### src/rtl/riscv_axi_arbiter.sv
// Two-master to one-slave AXI4 arbiter: icache (m0) and dcache (m1) share one
// external AXI4 port. Read and write directions arbitrate independently, each
// with one outstanding transaction and a registered grant that steers responses.
module riscv_axi_arbiter #(
  parameter int unsigned RR_ENABLE = 1
) (
  input  logic        clk_i,
  input  logic        rst_n_i,
  // master 0 (icache)
  input  logic        m0_awvalid_i,
  input  logic [31:0] m0_awaddr_i,
  input  logic [3:0]  m0_awid_i,
  input  logic [7:0]  m0_awlen_i,
  input  logic [1:0]  m0_awburst_i,
  input  logic        m0_wvalid_i,
  input  logic [31:0] m0_wdata_i,
  input  logic [3:0]  m0_wstrb_i,
  input  logic        m0_wlast_i,
  input  logic        m0_bready_i,
  input  logic        m0_rready_i,
  input  logic        m0_arvalid_i,
  input  logic [31:0] m0_araddr_i,
  input  logic [3:0]  m0_arid_i,
  input  logic [7:0]  m0_arlen_i,
  input  logic [1:0]  m0_arburst_i,
  output logic        m0_awready_o,
  output logic        m0_wready_o,
  output logic        m0_arready_o,
  output logic        m0_bvalid_o,
  output logic [1:0]  m0_bresp_o,
  output logic [3:0]  m0_bid_o,
  output logic        m0_rvalid_o,
  output logic [31:0] m0_rdata_o,
  output logic [1:0]  m0_rresp_o,
  output logic [3:0]  m0_rid_o,
  output logic        m0_rlast_o,
  // master 1 (dcache)
  input  logic        m1_awvalid_i,
  input  logic [31:0] m1_awaddr_i,
  input  logic [3:0]  m1_awid_i,
  input  logic [7:0]  m1_awlen_i,
  input  logic [1:0]  m1_awburst_i,
  input  logic        m1_wvalid_i,
  input  logic [31:0] m1_wdata_i,
  input  logic [3:0]  m1_wstrb_i,
  input  logic        m1_wlast_i,
  input  logic        m1_bready_i,
  input  logic        m1_rready_i,
  input  logic        m1_arvalid_i,
  input  logic [31:0] m1_araddr_i,
  input  logic [3:0]  m1_arid_i,
  input  logic [7:0]  m1_arlen_i,
  input  logic [1:0]  m1_arburst_i,
  output logic        m1_awready_o,
  output logic        m1_wready_o,
  output logic        m1_arready_o,
  output logic        m1_bvalid_o,
  output logic [1:0]  m1_bresp_o,
  output logic [3:0]  m1_bid_o,
  output logic        m1_rvalid_o,
  output logic [31:0] m1_rdata_o,
  output logic [1:0]  m1_rresp_o,
  output logic [3:0]  m1_rid_o,
  output logic        m1_rlast_o,
  // slave side
  output logic        axi_awvalid_o,
  output logic [31:0] axi_awaddr_o,
  output logic [3:0]  axi_awid_o,
  output logic [7:0]  axi_awlen_o,
  output logic [1:0]  axi_awburst_o,
  output logic        axi_wvalid_o,
  output logic [31:0] axi_wdata_o,
  output logic [3:0]  axi_wstrb_o,
  output logic        axi_wlast_o,
  output logic        axi_arvalid_o,
  output logic [31:0] axi_araddr_o,
  output logic [3:0]  axi_arid_o,
  output logic [7:0]  axi_arlen_o,
  output logic [1:0]  axi_arburst_o,
  output logic        axi_bready_o,
  output logic        axi_rready_o,
  input  logic        axi_awready_i,
  input  logic        axi_wready_i,
  input  logic        axi_arready_i,
  input  logic        axi_bvalid_i,
  input  logic [1:0]  axi_bresp_i,
  input  logic [3:0]  axi_bid_i,
  input  logic        axi_rvalid_i,
  input  logic [31:0] axi_rdata_i,
  input  logic [1:0]  axi_rresp_i,
  input  logic [3:0]  axi_rid_i,
  input  logic        axi_rlast_i
);

  typedef enum logic [1:0] {R_IDLE, R_ADDR, R_DATA} rd_state_e;
  typedef enum logic [1:0] {W_IDLE, W_XFER, W_RESP} wr_state_e;

  rd_state_e rd_state_q, rd_state_d;
  wr_state_e wr_state_q, wr_state_d;
  logic      rd_grant_q, rd_grant_d, rd_last_q, rd_last_d;
  logic      wr_grant_q, wr_grant_d, wr_last_q, wr_last_d;
  logic      aw_done_q, aw_done_d, w_done_q, w_done_d;

  // Winner for a new grant; round-robin favours the master not served last.
  function automatic logic pick(input logic req0, input logic req1, input logic last);
    if (RR_ENABLE == 0) return req1;
    if (req0 && req1)   return ~last;
    return req1;
  endfunction

  // Phase decodes, gated by grant, steer every routed signal.
  logic rd_addr, rd_data, wr_xfer, wr_resp;
  logic ar_hs, r_last_hs, aw_hs, w_last_hs, b_hs;
  assign rd_addr = (rd_state_q == R_ADDR);
  assign rd_data = (rd_state_q == R_DATA);
  assign wr_xfer = (wr_state_q == W_XFER);
  assign wr_resp = (wr_state_q == W_RESP);

  // Read address and data routing.
  assign axi_arvalid_o = rd_addr & (rd_grant_q ? m1_arvalid_i : m0_arvalid_i);
  assign axi_araddr_o  = rd_addr ? (rd_grant_q ? m1_araddr_i  : m0_araddr_i)  : '0;
  assign axi_arid_o    = rd_addr ? (rd_grant_q ? m1_arid_i    : m0_arid_i)    : '0;
  assign axi_arlen_o   = rd_addr ? (rd_grant_q ? m1_arlen_i   : m0_arlen_i)   : '0;
  assign axi_arburst_o = rd_addr ? (rd_grant_q ? m1_arburst_i : m0_arburst_i) : '0;
  assign m0_arready_o  = rd_addr & ~rd_grant_q & axi_arready_i;
  assign m1_arready_o  = rd_addr &  rd_grant_q & axi_arready_i;
  assign axi_rready_o  = rd_data & (rd_grant_q ? m1_rready_i : m0_rready_i);
  assign m0_rvalid_o   = rd_data & ~rd_grant_q & axi_rvalid_i;
  assign m0_rdata_o    = (rd_data & ~rd_grant_q) ? axi_rdata_i : '0;
  assign m0_rresp_o    = (rd_data & ~rd_grant_q) ? axi_rresp_i : '0;
  assign m0_rid_o      = (rd_data & ~rd_grant_q) ? axi_rid_i   : '0;
  assign m0_rlast_o    = rd_data & ~rd_grant_q & axi_rlast_i;
  assign m1_rvalid_o   = rd_data &  rd_grant_q & axi_rvalid_i;
  assign m1_rdata_o    = (rd_data & rd_grant_q) ? axi_rdata_i : '0;
  assign m1_rresp_o    = (rd_data & rd_grant_q) ? axi_rresp_i : '0;
  assign m1_rid_o      = (rd_data & rd_grant_q) ? axi_rid_i   : '0;
  assign m1_rlast_o    = rd_data & rd_grant_q & axi_rlast_i;

  // Write address/data routing; each channel is masked once it has completed.
  assign axi_awvalid_o = wr_xfer & ~aw_done_q & (wr_grant_q ? m1_awvalid_i : m0_awvalid_i);
  assign axi_awaddr_o  = wr_xfer ? (wr_grant_q ? m1_awaddr_i  : m0_awaddr_i)  : '0;
  assign axi_awid_o    = wr_xfer ? (wr_grant_q ? m1_awid_i    : m0_awid_i)    : '0;
  assign axi_awlen_o   = wr_xfer ? (wr_grant_q ? m1_awlen_i   : m0_awlen_i)   : '0;
  assign axi_awburst_o = wr_xfer ? (wr_grant_q ? m1_awburst_i : m0_awburst_i) : '0;
  assign axi_wvalid_o  = wr_xfer & ~w_done_q & (wr_grant_q ? m1_wvalid_i : m0_wvalid_i);
  assign axi_wdata_o   = wr_xfer ? (wr_grant_q ? m1_wdata_i : m0_wdata_i) : '0;
  assign axi_wstrb_o   = wr_xfer ? (wr_grant_q ? m1_wstrb_i : m0_wstrb_i) : '0;
  assign axi_wlast_o   = wr_xfer & (wr_grant_q ? m1_wlast_i : m0_wlast_i);
  assign m0_awready_o  = wr_xfer & ~aw_done_q & ~wr_grant_q & axi_awready_i;
  assign m1_awready_o  = wr_xfer & ~aw_done_q &  wr_grant_q & axi_awready_i;
  assign m0_wready_o   = wr_xfer & ~w_done_q  & ~wr_grant_q & axi_wready_i;
  assign m1_wready_o   = wr_xfer & ~w_done_q  &  wr_grant_q & axi_wready_i;
  assign axi_bready_o  = wr_resp & (wr_grant_q ? m1_bready_i : m0_bready_i);
  assign m0_bvalid_o   = wr_resp & ~wr_grant_q & axi_bvalid_i;
  assign m0_bresp_o    = (wr_resp & ~wr_grant_q) ? axi_bresp_i : '0;
  assign m0_bid_o      = (wr_resp & ~wr_grant_q) ? axi_bid_i   : '0;
  assign m1_bvalid_o   = wr_resp & wr_grant_q & axi_bvalid_i;
  assign m1_bresp_o    = (wr_resp & wr_grant_q) ? axi_bresp_i : '0;
  assign m1_bid_o      = (wr_resp & wr_grant_q) ? axi_bid_i   : '0;

  assign ar_hs     = axi_arvalid_o & axi_arready_i;
  assign r_last_hs = rd_data & axi_rvalid_i & axi_rready_o & axi_rlast_i;
  assign aw_hs     = axi_awvalid_o & axi_awready_i;
  assign w_last_hs = axi_wvalid_o & axi_wready_i & axi_wlast_o;
  assign b_hs      = wr_resp & axi_bvalid_i & axi_bready_o;

  // Read FSM next state: grant on request, advance on AR and final R beat.
  always_comb begin
    // NOTE: every signal gets a default before the case so no path leaves it unassigned (no latch).
    rd_state_d = rd_state_q;
    rd_grant_d = rd_grant_q;
    rd_last_d  = rd_last_q;
    case (rd_state_q)
      R_IDLE: if (m0_arvalid_i || m1_arvalid_i) begin
        rd_grant_d = pick(m0_arvalid_i, m1_arvalid_i, rd_last_q);
        rd_state_d = R_ADDR;
      end
      R_ADDR: if (ar_hs) rd_state_d = R_DATA;
      R_DATA: if (r_last_hs) begin
        rd_last_d  = rd_grant_q;
        rd_state_d = R_IDLE;
      end
      default: rd_state_d = R_IDLE;
    endcase
  end

  // Write FSM next state: AW and W complete independently, then wait for B.
  always_comb begin
    wr_state_d = wr_state_q;
    wr_grant_d = wr_grant_q;
    wr_last_d  = wr_last_q;
    aw_done_d  = aw_done_q;
    w_done_d   = w_done_q;
    case (wr_state_q)
      W_IDLE: if (m0_awvalid_i || m0_wvalid_i || m1_awvalid_i || m1_wvalid_i) begin
        wr_grant_d = pick(m0_awvalid_i | m0_wvalid_i, m1_awvalid_i | m1_wvalid_i, wr_last_q);
        wr_state_d = W_XFER;
      end
      W_XFER: begin
        if (aw_hs)     aw_done_d = 1'b1;
        if (w_last_hs) w_done_d  = 1'b1;
        if ((aw_done_q | aw_hs) && (w_done_q | w_last_hs)) wr_state_d = W_RESP;
      end
      W_RESP: if (b_hs) begin
        wr_last_d  = wr_grant_q;
        aw_done_d  = 1'b0;
        w_done_d   = 1'b0;
        wr_state_d = W_IDLE;
      end
      default: wr_state_d = W_IDLE;
    endcase
  end

  // State, grant, pointer and flag registers with synchronous reset.
  always_ff @(posedge clk_i) begin
    // NOTE: non-blocking assignments so every register samples pre-edge values.
    if (!rst_n_i) begin
      rd_state_q <= R_IDLE;
      rd_grant_q <= 1'b0;
      rd_last_q  <= 1'b1;
      wr_state_q <= W_IDLE;
      wr_grant_q <= 1'b0;
      wr_last_q  <= 1'b1;
      aw_done_q  <= 1'b0;
      w_done_q   <= 1'b0;
    end else begin
      rd_state_q <= rd_state_d;
      rd_grant_q <= rd_grant_d;
      rd_last_q  <= rd_last_d;
      wr_state_q <= wr_state_d;
      wr_grant_q <= wr_grant_d;
      wr_last_q  <= wr_last_d;
      aw_done_q  <= aw_done_d;
      w_done_q   <= w_done_d;
    end
  end

endmodule

### config.mk
export PLATFORM = sky130hd
export DESIGN_NAME = riscv_axi_arbiter
export DESIGN_NICKNAME = d
export VERILOG_FILES = /design/src/rtl/riscv_axi_arbiter.sv
export SDC_FILE = /design/constraint.sdc
export NUM_CORES = 1
export LEC_CHECK = 0
export CAP_MARGIN = 40
export CORE_AREA = 8 8 210 212
export CTS_CLUSTER_SIZE = 8
export DETAILED_ROUTE_END_ITERATION = 12
export DIE_AREA = 0 0 218 220
export DONT_BUFFER_PORTS = 1
export PLACE_DENSITY = 0.3
export SLEW_MARGIN = 15
export SYNTH_ARGS = -nofsm -noshare
export SYNTH_HDL_FRONTEND = slang
export SYNTH_SLANG_ARGS = --single-unit
### constraint.sdc
create_clock -name clk_i -period 3.6 [get_ports clk_i]
set_input_delay 0.72 -clock clk_i [delete_from_list [all_inputs] [get_ports clk_i]]
set_output_delay 0.72 -clock clk_i [all_outputs]
set_load 0.03 [all_outputs]
==> summary.txt <==
Run status
  – Status: complete, no violations

Synthesis
  – Commonest cells in the netlist: nor2_1, mux2i_1, and3_1
  – Avg Cell Area, Syn: a little under 7 um^2
  – Yosys top cell area share: 0.293
  – FFs w/ async S/R, synth: 0
  – Synth Warn #: 0
  – Post-synth top flop: dfxtp_1
  – Dominant cells by area after synthesis: mux2i_1, a22o_1, nor2_1
  – #FFs+latches synth: 10
  – Count leader, synth: nor2_1
  – Cell variety after synth: 36
  – Instance count of the mapped netlist: 431
  – Top cell type by total area after synthesis: mux2i_1
  – Number of synthesized flops with an enable pin: 0
  – Post-synthesis sequential area ratio: 0.0675
  – Syn Std Cell Area: about 3000 um^2
  – Post-Syn Nets: roughly 750

STA
  – Layout Skew: around 0.00040 ns
  – Final-report hold violation count: 0
  – Setup-failing EPs final: 0
  – TNS Setup: 0 ns
  – Relative slew slack: 0.489
  – FMAX: around 360 MHz
  – Final setup margin: about 0.8 ns
  – Min cycle time layout: between 2 and 3 ns
  – Pins over their slew limit: 0
  – RSZ-0062 raised after global routing: no
  – Slew @ Worst Pin: around 0.77 ns
  – Final worst path period share: 0.779

Routing
  – Drt first pass iters: 4
  – DR vias: around 3300
  – Wirelength per Cell: roughly 23 um
  – DRC: 0
  – DRT Wirelength: around 21 mm
  – DR iter-0 viols: 220
  – Routed Antenna Nets: 0
  – Vias/cell: between 3 and 4

Layout
  – Design area: 3660 um^2
  – Number of diodes: 0
  – Fillers: around 4700
  – Fraction of layout cells with a size suffix above 1: 0.0698
  – Fin nets: 722
  – Area Overhead vs Synth: 23.2%

Setup path
  – Worst reg2reg path startpoint: wr_state_q[0]
  – Crit path max fanout: 46
  – Worst R2R End: wr_state_q[1]
  – Worst EP required: between 2 and 3 ns
  – Worst path arrival time: around 2.1 ns
  – Critical path, cell by cell: nand2b_4 -> buf_4 -> nor2_1
  – Startpoint class of the critical path: register
  – Max incr delay on CP: between 0.5 and 0.6 ns
  – Slowest-stage cell, CP: nor2_1
  – Critical path class: register to output pin
  – Critical Path End Type: output pin
  – R2r setup slk: 1.32 ns
  – Worst r2r path cells: 5

Power and ir drop
  – Psw: around 0.00055 W
  – Total power: a little under 0.001 W
  – Flop pwr share: 0.133
  – Maximum vdd ir drop: roughly 0.098 mV
  – Sw frac: 0.570
  – Comb power frac: 0.623
  – Leakage: 1.30 nW
  – Clock power share: 0.244
  – PD cells: between 200 and 300 nW/um^2
  – P_int: between 0.0004 and 0.0005 W

Min path
  – WHS Path Cells: 2
  – Hold Crit Start: rd_last_q
  – Worst hold path class: register to register
  – Hold endpoint: rd_last_q

Floorplanning
  – # IOs: between 500 and 600
  – Die area: approximately 48000 um^2
  – Die W: roughly 220 um
  – Die Ht: 220 um
  – Rows: between 70 and 80
  – Core Area: about 40000 um^2
  – Initial core utilization: 0.0732

CTS
  – Clock Latency Late Sink: roughly 0.25 ns
  – CTS Buf Count: 3
  – Clk pin slew, worst setup/hold paths: around 0.05 ns
  – CTS tree: built
  – # resized after CTS: 0
  – # H-tree levels: 1
  – Hold buffers post-CTS: 0
  – Clk buf depth: 2
  – CTS root buffer: clkbuf_16
  – # clock sinks: 10
  – Post-CTS setup buffer count: 0

Placed design
  – Place WS: slightly above 1 ns
  – DP Area: about 3600 um^2
  – Placer Congestion: about 0.75
  – Hpwl dp: between 15 and 20 mm
  – Port bufs: 0

Global routing
  – Vias in the first global route: approximately 3400
  – Total global-route track usage: 0.0746
  – Grt total ovfl: 0
  – Pin count of the biggest net entering global routing: 53
  – First-pass GRT wire length: roughly 26 mm
  – Initial antenna violation count: 4

Flow run
  – Max-cap violations: 0
-- worst max-delay path by stage --
| stage | from | slack, ns | depth (start not counted) | end |
|---|---|---|---|---|
| floorplan | wr_grant_q | 1.13 | 4 | m1_wready_o |
| global placement | wr_state_q[0] | 1.03 | 3 | axi_wdata_o[15] |
| detailed placement | wr_state_q[0] | 1.04 | 3 | axi_wdata_o[14] |
| CTS | wr_state_q[0] | 0.76 | 3 | axi_wdata_o[14] |
| global route | wr_state_q[0] | 0.67 | 3 | axi_wdata_o[10] |
| finish | wr_state_q[0] | 0.79 | 3 | axi_wdata_o[15] |
-- per-stage QoR --
step,std cells,utilization,hold WS (ns)
floorplan,431,-,0.445
global placement,928,0.0876,0.475
detailed placement,928,0.0876,0.468
CTS,932,0.0898,0.482
global route,933,0.0902,0.511
finish,933,0.0902,0.476
-- state kept, by name (all words and copies together) (netlist names) --
signal and count:
rd_last_q 1, wr_state_q 2, w_done_q 1, wr_grant_q 1, rd_grant_q 1, rd_state_q 2, aw_done_q 1, wr_last_q 1
-- layout make-up --
type	count	area (um^2)	share of cell area
sequential	10	204	0.0558
clock buffer	4	88.8	0.0243
inverter	3	11.3	0.00308
timing repair buffer	14	125	0.0342
tap	532	666	0.182
multi-input combinational	370	2560	0.701
-- cells in the final DEF, fill, tap and decap left out, drive strengths merged, types with 2 or more instances in the layout --
| master | instances |
|---|---|
| nor2b | 5 |
| clkbuf | 4 |
| and2 | 44 |
| nand2 | 11 |
| o211ai | 2 |
| a21oi | 3 |
| dfxtp | 10 |
| nand2b | 3 |
| nor3 | 2 |
| a32oi | 2 |
| mux2i | 87 |
| nor4 | 2 |
| nor3b | 2 |
| and3 | 52 |
| inv | 3 |
| buf | 14 |
| mux2 | 3 |
| a22o | 47 |
| nor2 | 93 |
-- cells by family after synthesis --
kind of cell / after synthesis / share of synthesized area
DFF: 10 / 0.0675
AOI/OAI and AO/OA: 62 / 0.176
muxes: 90 / 0.305
buffers and inverters: 51 / 0.0767
and+or+nand+nor: 218 / 0.375
-- metal layers --
layer	share of wire	track usage	vias to the layer above
met1	0.35	0.0808	1527
met2	0.53	0.144	331
met3	0.11	0.0262	2
met5	0	0	-
li1	-	-	1470
met4	0.00076	0.00336	0
-- critical path: cells and delay by family, from the launching register on --
kind	cells	cell delay, ns
and+or+nand+nor	2	0.89
DFF	1	0.51
buffers and inverters	1	0.39
-- power groups by stage --
| stage | Combinational, W | Sequential [W] | Clock, W |
|---|---|---|---|
| 2_1_floorplan | 0.000553 | 0.000122 | 0 |
| 3_3_place_gp | 0.000613 | 0.000132 | 0 |
| 3_5_place_dp | 0.000613 | 0.000132 | 0 |
| 4_1_cts | 0.000614 | 0.000129 | 0.000250 |
| 5_1_grt | 0.000638 | 0.000131 | 0.000255 |
| 6_report | 0.000604 | 0.000129 | 0.000236 |
(Power assumes the default switching activity.)
